===== config.mk =====
export PLATFORM = sky130hd
export DESIGN_NAME = e203_subsys_console_arb
export DESIGN_NICKNAME = d
export VERILOG_FILES = /design/src/rtl/e203_subsys_console_arb.sv
export SDC_FILE = /design/constraint.sdc
export NUM_CORES = 1
export LEC_CHECK = 0
export CAP_MARGIN = 20
export CORE_AREA = 4 4 138 140
export CTS_CLUSTER_SIZE = 16
export DETAILED_ROUTE_END_ITERATION = 8
export DIE_AREA = 0 0 142 144
export GPL_ROUTABILITY_DRIVEN = 1
export PLACE_DENSITY = 0.52
export SLEW_MARGIN = 0
export SYNTH_ARGS = -nofsm -noshare
export SYNTH_HDL_FRONTEND = slang
export SYNTH_SLANG_ARGS = --single-unit

===== constraint.sdc =====
create_clock -name clk_i -period 1.8 [get_ports clk_i]
set_input_delay 0.45 -clock clk_i [delete_from_list [all_inputs] [get_ports clk_i]]
set_output_delay 0.45 -clock clk_i [all_outputs]
set_load 0.01 [all_outputs]

===== src/rtl/e203_subsys_console_arb.sv =====
// Two-master ICB arbiter for the console target: round-robin grant, one outstanding transaction.
// Define E203_CONSOLE_ARB_STATS_EN to build the saturating per-master grant counters.
module e203_subsys_console_arb #(
    parameter int CNT_W = 16
) (
    input  logic             clk_i,
    input  logic             rst_i,
    input  logic [1:0]       m_icb_cmd_valid,
    output logic [1:0]       m_icb_cmd_ready,
    input  logic [63:0]      m_icb_cmd_addr,
    input  logic [1:0]       m_icb_cmd_read,
    input  logic [63:0]      m_icb_cmd_wdata,
    input  logic [7:0]       m_icb_cmd_wmask,
    output logic [1:0]       m_icb_rsp_valid,
    input  logic [1:0]       m_icb_rsp_ready,
    output logic [1:0]       m_icb_rsp_err,
    output logic [1:0]       m_icb_rsp_excl_ok,
    output logic [63:0]      m_icb_rsp_rdata,
    output logic             t_icb_cmd_valid,
    input  logic             t_icb_cmd_ready,
    output logic [31:0]      t_icb_cmd_addr,
    output logic             t_icb_cmd_read,
    output logic [31:0]      t_icb_cmd_wdata,
    output logic [3:0]       t_icb_cmd_wmask,
    input  logic             t_icb_rsp_valid,
    output logic             t_icb_rsp_ready,
    input  logic             t_icb_rsp_err,
    input  logic             t_icb_rsp_excl_ok,
    input  logic [31:0]      t_icb_rsp_rdata,
    output logic             spurious_rsp_o,
    output logic [CNT_W-1:0] grant_cnt0_o,
    output logic [CNT_W-1:0] grant_cnt1_o
);

    typedef enum logic {IDLE, BUSY} state_t;

    state_t state_q;
    logic   prio_q;
    logic   owner_q;
    logic   lock_q;
    logic   lock_mst_q;
    logic   spurious_q;

    logic   busy;
    logic   grant;
    logic   cmd_hs;
    logic   rsp_route;
    logic   rsp_sel;
    logic   rsp_hs;

    assign busy = (state_q == BUSY);

    // A stalled command keeps its master so the target sees a stable request.
    always_comb begin
        grant = 1'b0;
        if (lock_q && m_icb_cmd_valid[lock_mst_q])
            grant = lock_mst_q;
        else if (&m_icb_cmd_valid)
            grant = prio_q;
        else
            grant = m_icb_cmd_valid[1];
    end

    assign t_icb_cmd_valid = ~busy & (|m_icb_cmd_valid);
    assign t_icb_cmd_addr  = m_icb_cmd_addr[{grant, 5'b0} +: 32];
    assign t_icb_cmd_wdata = m_icb_cmd_wdata[{grant, 5'b0} +: 32];
    assign t_icb_cmd_wmask = m_icb_cmd_wmask[{grant, 2'b0} +: 4];
    assign t_icb_cmd_read  = m_icb_cmd_read[grant];

    always_comb begin
        m_icb_cmd_ready = 2'b00;
        if (!busy)
            m_icb_cmd_ready[grant] = t_icb_cmd_ready;
    end

    assign cmd_hs    = t_icb_cmd_valid & t_icb_cmd_ready;
    assign rsp_route = busy | cmd_hs;
    assign rsp_sel   = busy ? owner_q : grant;

    // Unowned responses are swallowed so a stray target pulse cannot stall the bus.
    assign t_icb_rsp_ready = rsp_route ? m_icb_rsp_ready[rsp_sel] : 1'b1;
    assign rsp_hs          = t_icb_rsp_valid & t_icb_rsp_ready;

    always_comb begin
        m_icb_rsp_valid   = 2'b00;
        m_icb_rsp_err     = 2'b00;
        m_icb_rsp_excl_ok = 2'b00;
        m_icb_rsp_rdata   = 64'd0;
        if (rsp_route) begin
            m_icb_rsp_valid[rsp_sel]               = t_icb_rsp_valid;
            m_icb_rsp_err[rsp_sel]                 = t_icb_rsp_err;
            m_icb_rsp_excl_ok[rsp_sel]             = t_icb_rsp_excl_ok;
            m_icb_rsp_rdata[{rsp_sel, 5'b0} +: 32] = t_icb_rsp_rdata;
        end
    end

    always_ff @(posedge clk_i or posedge rst_i) begin
        if (rst_i) begin
            state_q    <= IDLE;
            prio_q     <= 1'b0;
            owner_q    <= 1'b0;
            lock_q     <= 1'b0;
            lock_mst_q <= 1'b0;
            spurious_q <= 1'b0;
        end else begin
            case (state_q)
                IDLE: begin
                    lock_q     <= t_icb_cmd_valid & ~t_icb_cmd_ready;
                    lock_mst_q <= grant;
                    if (cmd_hs) begin
                        owner_q <= grant;
                        prio_q  <= ~grant;
                        if (!rsp_hs)
                            state_q <= BUSY;
                    end else if (t_icb_rsp_valid) begin
                        spurious_q <= 1'b1;
                    end
                end
                BUSY: begin
                    lock_q <= 1'b0;
                    if (rsp_hs)
                        state_q <= IDLE;
                end
                default: state_q <= IDLE;
            endcase
        end
    end

    assign spurious_rsp_o = spurious_q;

`ifdef E203_CONSOLE_ARB_STATS_EN
    logic [CNT_W-1:0] cnt0_q;
    logic [CNT_W-1:0] cnt1_q;

    always_ff @(posedge clk_i or posedge rst_i) begin
        if (rst_i) begin
            cnt0_q <= '0;
            cnt1_q <= '0;
        end else if (cmd_hs) begin
            if (!grant && !(&cnt0_q))
                cnt0_q <= cnt0_q + 1'b1;
            if (grant && !(&cnt1_q))
                cnt1_q <= cnt1_q + 1'b1;
        end
    end

    assign grant_cnt0_o = cnt0_q;
    assign grant_cnt1_o = cnt1_q;
`else
    assign grant_cnt0_o = '0;
    assign grant_cnt1_o = '0;
`endif

endmodule


==> results of run 1 <==
## worst reg2reg max path, stage by stage (launching register included)
cell	delay [ns]
dfrtp_1	0.38
mux2i_4	0.29
a21boi_4	0.10
buf_12	0.14
buf_12	0.13
buf_16	0.14
buf_4	0.13
buf_4	0.14
mux2_2	0.27
## area by class of cell
class	count	area [um2]	share of cell area, %
inverter	2	7.51	0.119
tap	229	287	4.54
multi-input combinational	198	2000	31.7
sequential	6	151	2.40
timing repair buffer	376	3790	60.1
clock buffer	3	75.1	1.19
## path summary, 6_finish.rpt
| path | start | to |
|---|---|---|
| worst min register to register | spurious_rsp_o | spurious_rsp_o |
| max in group asynchronous | rst_i | busy |
| worst max register to register | lock_q | lock_mst_q |
| min in group clk_i | spurious_rsp_o | spurious_rsp_o |
| worst min-delay path | rst_i | spurious_rsp_o |
| worst max-delay path | lock_q | t_icb_cmd_wdata[29] |
## registers in the layout, summed over array words and instances (netlist names)
register and flops:
busy 1, lock_mst_q 1, lock_q 1, owner_q 1
prio_q 1, spurious_rsp_o 1
## cell families after synthesis
logic type / share of synthesized area, %
AO/OA/AOI/OAI: 4.92
buffers and inverters: 19.0
flip-flops: 6.56
multiplexers: 45.3
other: 0.164
AND/OR/NAND/NOR: 24.0
## timing repair
item	4_1_cts	5_1_grt
pin swaps	3	10
gates cloned	7	4
endpoints found under the setup margin	143	143
resized for setup	635	111
setup buffers	11	7
## through the flow
stage,total power (W),utilization (%),area [um2],setup WS (ns),std cells
finish,0.00563,35.4,6310,-0.510,814
global route,0.00596,35.4,6310,-0.583,814
CTS,0.00539,35.4,6310,-0.600,805
detailed placement,0.00454,32.4,5780,-1.17,784
global placement,0.00455,32.4,5780,-1.14,784
floorplan,0.00225,-,2420,-0.0670,256
## where the power goes
group | leakage [nW] | internal, W | switching, W
clock | 0.0370 | 0.000284 | 0.0000685
sequential | 0.0681 | 0.000186 | 0.0000617
combinational | 2.83 | 0.00293 | 0.00209
total | 2.93 | 0.00340 | 0.00223
## metal layers
metal,vias to the layer above,wire [um],part of all wire (%)
met2,220,8040,53
li1,1447,-,-
met3,14,1700,11
met4,0,196,1.3
met1,1427,5150,34
met5,-,0,0
## cell usage in the layout, fill, tap and decap left out, types with 2 or more instances in the layout
| cell type | n |
|---|---|
| dfrtp_1 | 5 |
| buf_16 | 4 |
| a21oi_1 | 4 |
| nor3b_1 | 21 |
| inv_1 | 2 |
| clkbuf_16 | 5 |
| buf_6 | 95 |
| and2_1 | 24 |
| clkdlybuf4s50_1 | 177 |
| clkdlybuf4s15_1 | 6 |
| conb_1 | 32 |
| buf_4 | 19 |
| buf_2 | 44 |
| clkbuf_2 | 10 |
| buf_12 | 9 |
| nor3b_2 | 14 |
| dlygate4sd2_1 | 2 |
| buf_8 | 7 |
| mux2i_4 | 2 |
| and2_4 | 13 |
| mux2_4 | 69 |
| nand2_1 | 2 |
| nor2b_1 | 3 |
==> summary.md, run 1 <==
| Metric | Value |
|---|---|
| Worst hold margin | `0.434 ns` |
| DR WL/cell | `18.5 um` |
| Hold buffer count at CTS | `0` |
| Area growth, synth to finish | `176%` |
| Clock slew at reported path FFs | `0.03 ns` |
| Final Net Count | `767` |
| CTS tree | `built` |
| Max-Cap Viols | `0` |
| Flops & latches, synth | `6` |
| # diodes | `0` |
| Critical Path End Type | `output port` |
| DRT iter0 DRCs | `46` |
| Cell family with most CP delay | `buffers and inverters` |
| CP max stage delay | `0.39 ns` |
| Smallest setup slack after layout | `-0.510 ns` |
| Final Cycle Share | `128%` |
| Largest net degree at the start of global routing | `38` |
| Global route hottest layer | `met2` |
| Die area | `0.0204 mm2` |
| Met1 GRT Util | `13.6%` |
| Register-to-Register Setup Slack | `-0.03 ns` |
| Outcome | `complete, but fails checks` |
| Yosys top cell by area | `mux2_4` |
| CP bufs+invs | `4` |
| CTS Buf Count | `3` |
| Crit path depth | `7` |
| Power per cell area | `892 mW/mm2` |
| # rows | `49` |
| Arr. time, crit path | `1.86 ns` |
| Gr usage total | `13.0%` |
| Antenna viol nets, final | `0` |
| GPL Wtd Cong | `0.854` |
| Post-synth top area share | `36.1%` |
| Fraction of layout cells with a size suffix above 1 | `51.3%` |
| Unique masters post-synth | `28` |
| CORE AREA | `0.0178 mm2` |
| H-Tree Depth | `1` |
| Cells after Synth | `225` |
| Post-route DRC violation count | `0` |
| R2R depth | `8` |
| Initial antenna violation count | `0` |
| Global-route wire length before repair | `20,600 um` |
| DR vias | `3,108` |
| Crit path top cell by count | `buf_12` |
| Post-synthesis sequential area ratio | `6.56%` |
| Synth top area cells | `mux2_4, nor3b_1, buf_4` |
| Tmin final | `2.31 ns` |
| Fmax achieved | `433 MHz` |
| Critical-path top delay cell | `dfrtp_1` |
| Failing checks | `negative setup slack` |
| Clock Latency Late Sink | `0.22 ns` |
| CTS Root Cell | `clkbuf_16` |
| Worst EP required | `1.35 ns` |
| Routed WL | `15,100 um` |
| Post-synth EDFFs | `0` |
| M2 GR Usage | `25.5%` |
| Fillers | `1,800` |
| Crit path kind | `register to output port` |
| Crit Path Max Fanout | `6` |
| Clock Sink Count | `6` |
| Async S/R FF share, synth | `100%` |
| Final TNS setup | `-62.52 ns` |
| Top FF cell, synth | `dfrtp_1` |
| Peak supply drop | `618 uV` |
| Vias per Instance | `3.82` |
| I/O pin cnt | `356` |
| Initial cell density of the core | `12.8%` |
| GRT overflow | `0` |
| Die height | `144 um` |
| Type of the most critical hold path | `input pin to async pin` |
| Top-count cell post-synth | `mux2_4` |
| Worst path cell trace | `mux2i_4 -> a21boi_4 -> buf_12 -> buf_12 -> buf_8 -> mux2_4 -> buf_6` |
| Die width | `142 um` |
| First drt pass iteration count | `4` |
| Port bufs | `323` |
| Commonest cells in the netlist | `mux2_4, and2_1, nor3b_1` |
| Setup Viol. Count Final | `143` |
| M3 GR Usage | `4.37%` |
| Hpwl dp | `11,700 um` |
| Post-Syn Area | `0.00229 mm2` |
| Leak | `2.93 nW` |
| Number of synthesis warnings | `0` |
| Avg Inst Size Synth | `10.2 um2` |
| Max Transition Viols Final | `0` |
| Clk buf depth | `2` |
| Clock skew | `0.000659 ns` |
| Vias in the first global route | `3,582` |
| Hold Violations, Final | `0` |
| RSZ-0062 raised after global routing | `true` |
| Critical Path Start Type | `register` |
Power figures use the tool's default switching activity.
==> inputs of run 2 (changes only) <==
Settings changed: CTS_CLUSTER_DIAMETER from default to 200.
==> results of run 2 <==
The final DEF is identical to that of run 1; final timing and power are the same.
==> variant (flow settings as in run 2) <==
Build with the macro `E203_CONSOLE_ARB_STATS_EN` defined.
--- a/src/rtl/e203_subsys_console_arb.sv
+++ b/src/rtl/e203_subsys_console_arb.sv
@@ -1,5 +1,7 @@
 // Two-master ICB arbiter for the console target: round-robin grant, one outstanding transaction.
 // Define E203_CONSOLE_ARB_STATS_EN to build the saturating per-master grant counters.
+`define E203_CONSOLE_ARB_STATS_EN
+
 module e203_subsys_console_arb #(
     parameter int CNT_W = 16
 ) (
Check against the original RTL: not equivalent (Yosys sat finds a counterexample within 4 cycles, from zero or initial values and one cycle with rst_i high).
==> variant against run 2 <==
Sequential power grew to 4.5 times the old value. Sequential cell count is 32 higher. Synthesized area is 38% higher. Setup slack worse by 0.063 ns. Fmax is 2.7% lower. Count of clock-buffer cells in the layout is 3 higher. Critical path type unchanged. The flow still finishes with violations (negative setup slack). Design area is 47% higher. Routed wire length is 31% higher. Power is 31% higher. Core utilization is 16 points higher.
==> variant: results <==
logic_synthesis:
  netlist_top_cells_count: "nand2_1 (253), nor2_1 (86), dfrtp_1 (38)"
  ys_seq_area_frac: 0.3022
  synthDistinctLibCells: 38
  netlist_top_cells_area: "dfrtp_1 (30%), nand2_1 (30%), nor2_1 (10%)"
global_route:
  grt_util_met2: 0.2984
  grt_usage: 0.1721
  first_global_vias: 4862
  grt_max_degree: 39
  use_met3: 0.03241
  gr-usage-met1: 0.2224
timing:
  fin_tns_setup_ns: -70.79
  fin_skew_ns: 0.006146
  finalSetupViolations: 163
  fin_ws_ns: -0.5733
detailed_routing:
  wl_met1_um: 7884
  wl_per_cell_um: 16.65
  dr.first_iter.drc_count: 112
  via_per_inst: 4.195
  firstDrtPassIters: 7
  route.met2.wl_um: 10380
clock_tree:
  ctsHtreeMaxLevel: 2
  cts_buffers: 5
  clock_latency_ns: 0.28
  cts.clk_slew.worst_paths_ns: 0.06
power:
  peakVddDrop_v: 0.0005595
  sw_frac_of_total: 0.3886
  p_leak_nw: 4.313
  finalPower_mw: 7.352
  p_clk_mw: 0.893
finish:
  drive_gt1_frac: 0.4615
  final_nets: 1141
  fillers: 1704
critical_path:
  crit_arrival_ns: 1.92
  crit_fanout: 4
  critical-path-top-delay-family: "multiplexers"
placed_design:
  post-place-ws_ns: -1.135
  io_buffers: 355
  gp_congestion: 0.8191
  place_area_um2: 7615
run_status:
  status: "finished, violations left"
  violations: "negative setup slack"
[variant: kinds of logic (layout without fill, tap and decap cells)]
kind of cell | after synthesis | in the layout | share of synthesized area
AND/OR/NAND/NOR | 387 | 387 | 0.5050
flip-flops | 38 | 38 | 0.3022
buffers and inverters | 32 | 481 | 0.03976
XOR/XNOR | 30 | 30 | 0.08350
AO/OA/AOI/OAI | 17 | 17 | 0.04294
multiplexers | 5 | 5 | 0.01869
adder cells (fa/ha/maj) | 2 | 2 | 0.007951
[variant: repair_timing]
action | in CTS | in global routing
pin swaps | 63 | 114
hold endpoints to repair | 0 | 0
gates cloned | 6 | 4
gates resized for setup | 711 | 266
setup endpoints to repair | 178 | 184
buffers inserted | 33 | 16
[variant: layout make-up]
type / instances / area (um^2) / share of cell area
clock buffer: 6 / 138.9 / 0.01502
clock inverter: 2 / 12.51 / 0.001353
inverter: 6 / 22.52 / 0.002436
multi-input combinational: 441 / 2982 / 0.3225
sequential: 38 / 962.2 / 0.1041
tap: 229 / 286.5 / 0.03099
timing repair buffer: 467 / 4842 / 0.5237
[variant: through the flow]
stage	hold WS, ns	cells
after floorplan	0.4713	511
after global placement	0.4407	1133
after detailed placement	0.4498	1133
after CTS	0.4627	1178
after global routing	0.4914	1189
final	0.4553	1189
[variant: path summary, 6_finish.rpt]
path,from,endpoint,slack [ns],cells after the start
max,lock_q,t_icb_rsp_ready,-0.57,6
min,spurious_rsp_o,spurious_rsp_o,0.46,1
max reg2reg,lock_q,grant_cnt0_o[7],-0.29,8
min reg2reg,spurious_rsp_o,spurious_rsp_o,0.46,1
max in group asynchronous,rst_i,busy,1.08,3
min in group asynchronous,rst_i,grant_cnt1_o[1],0.52,3
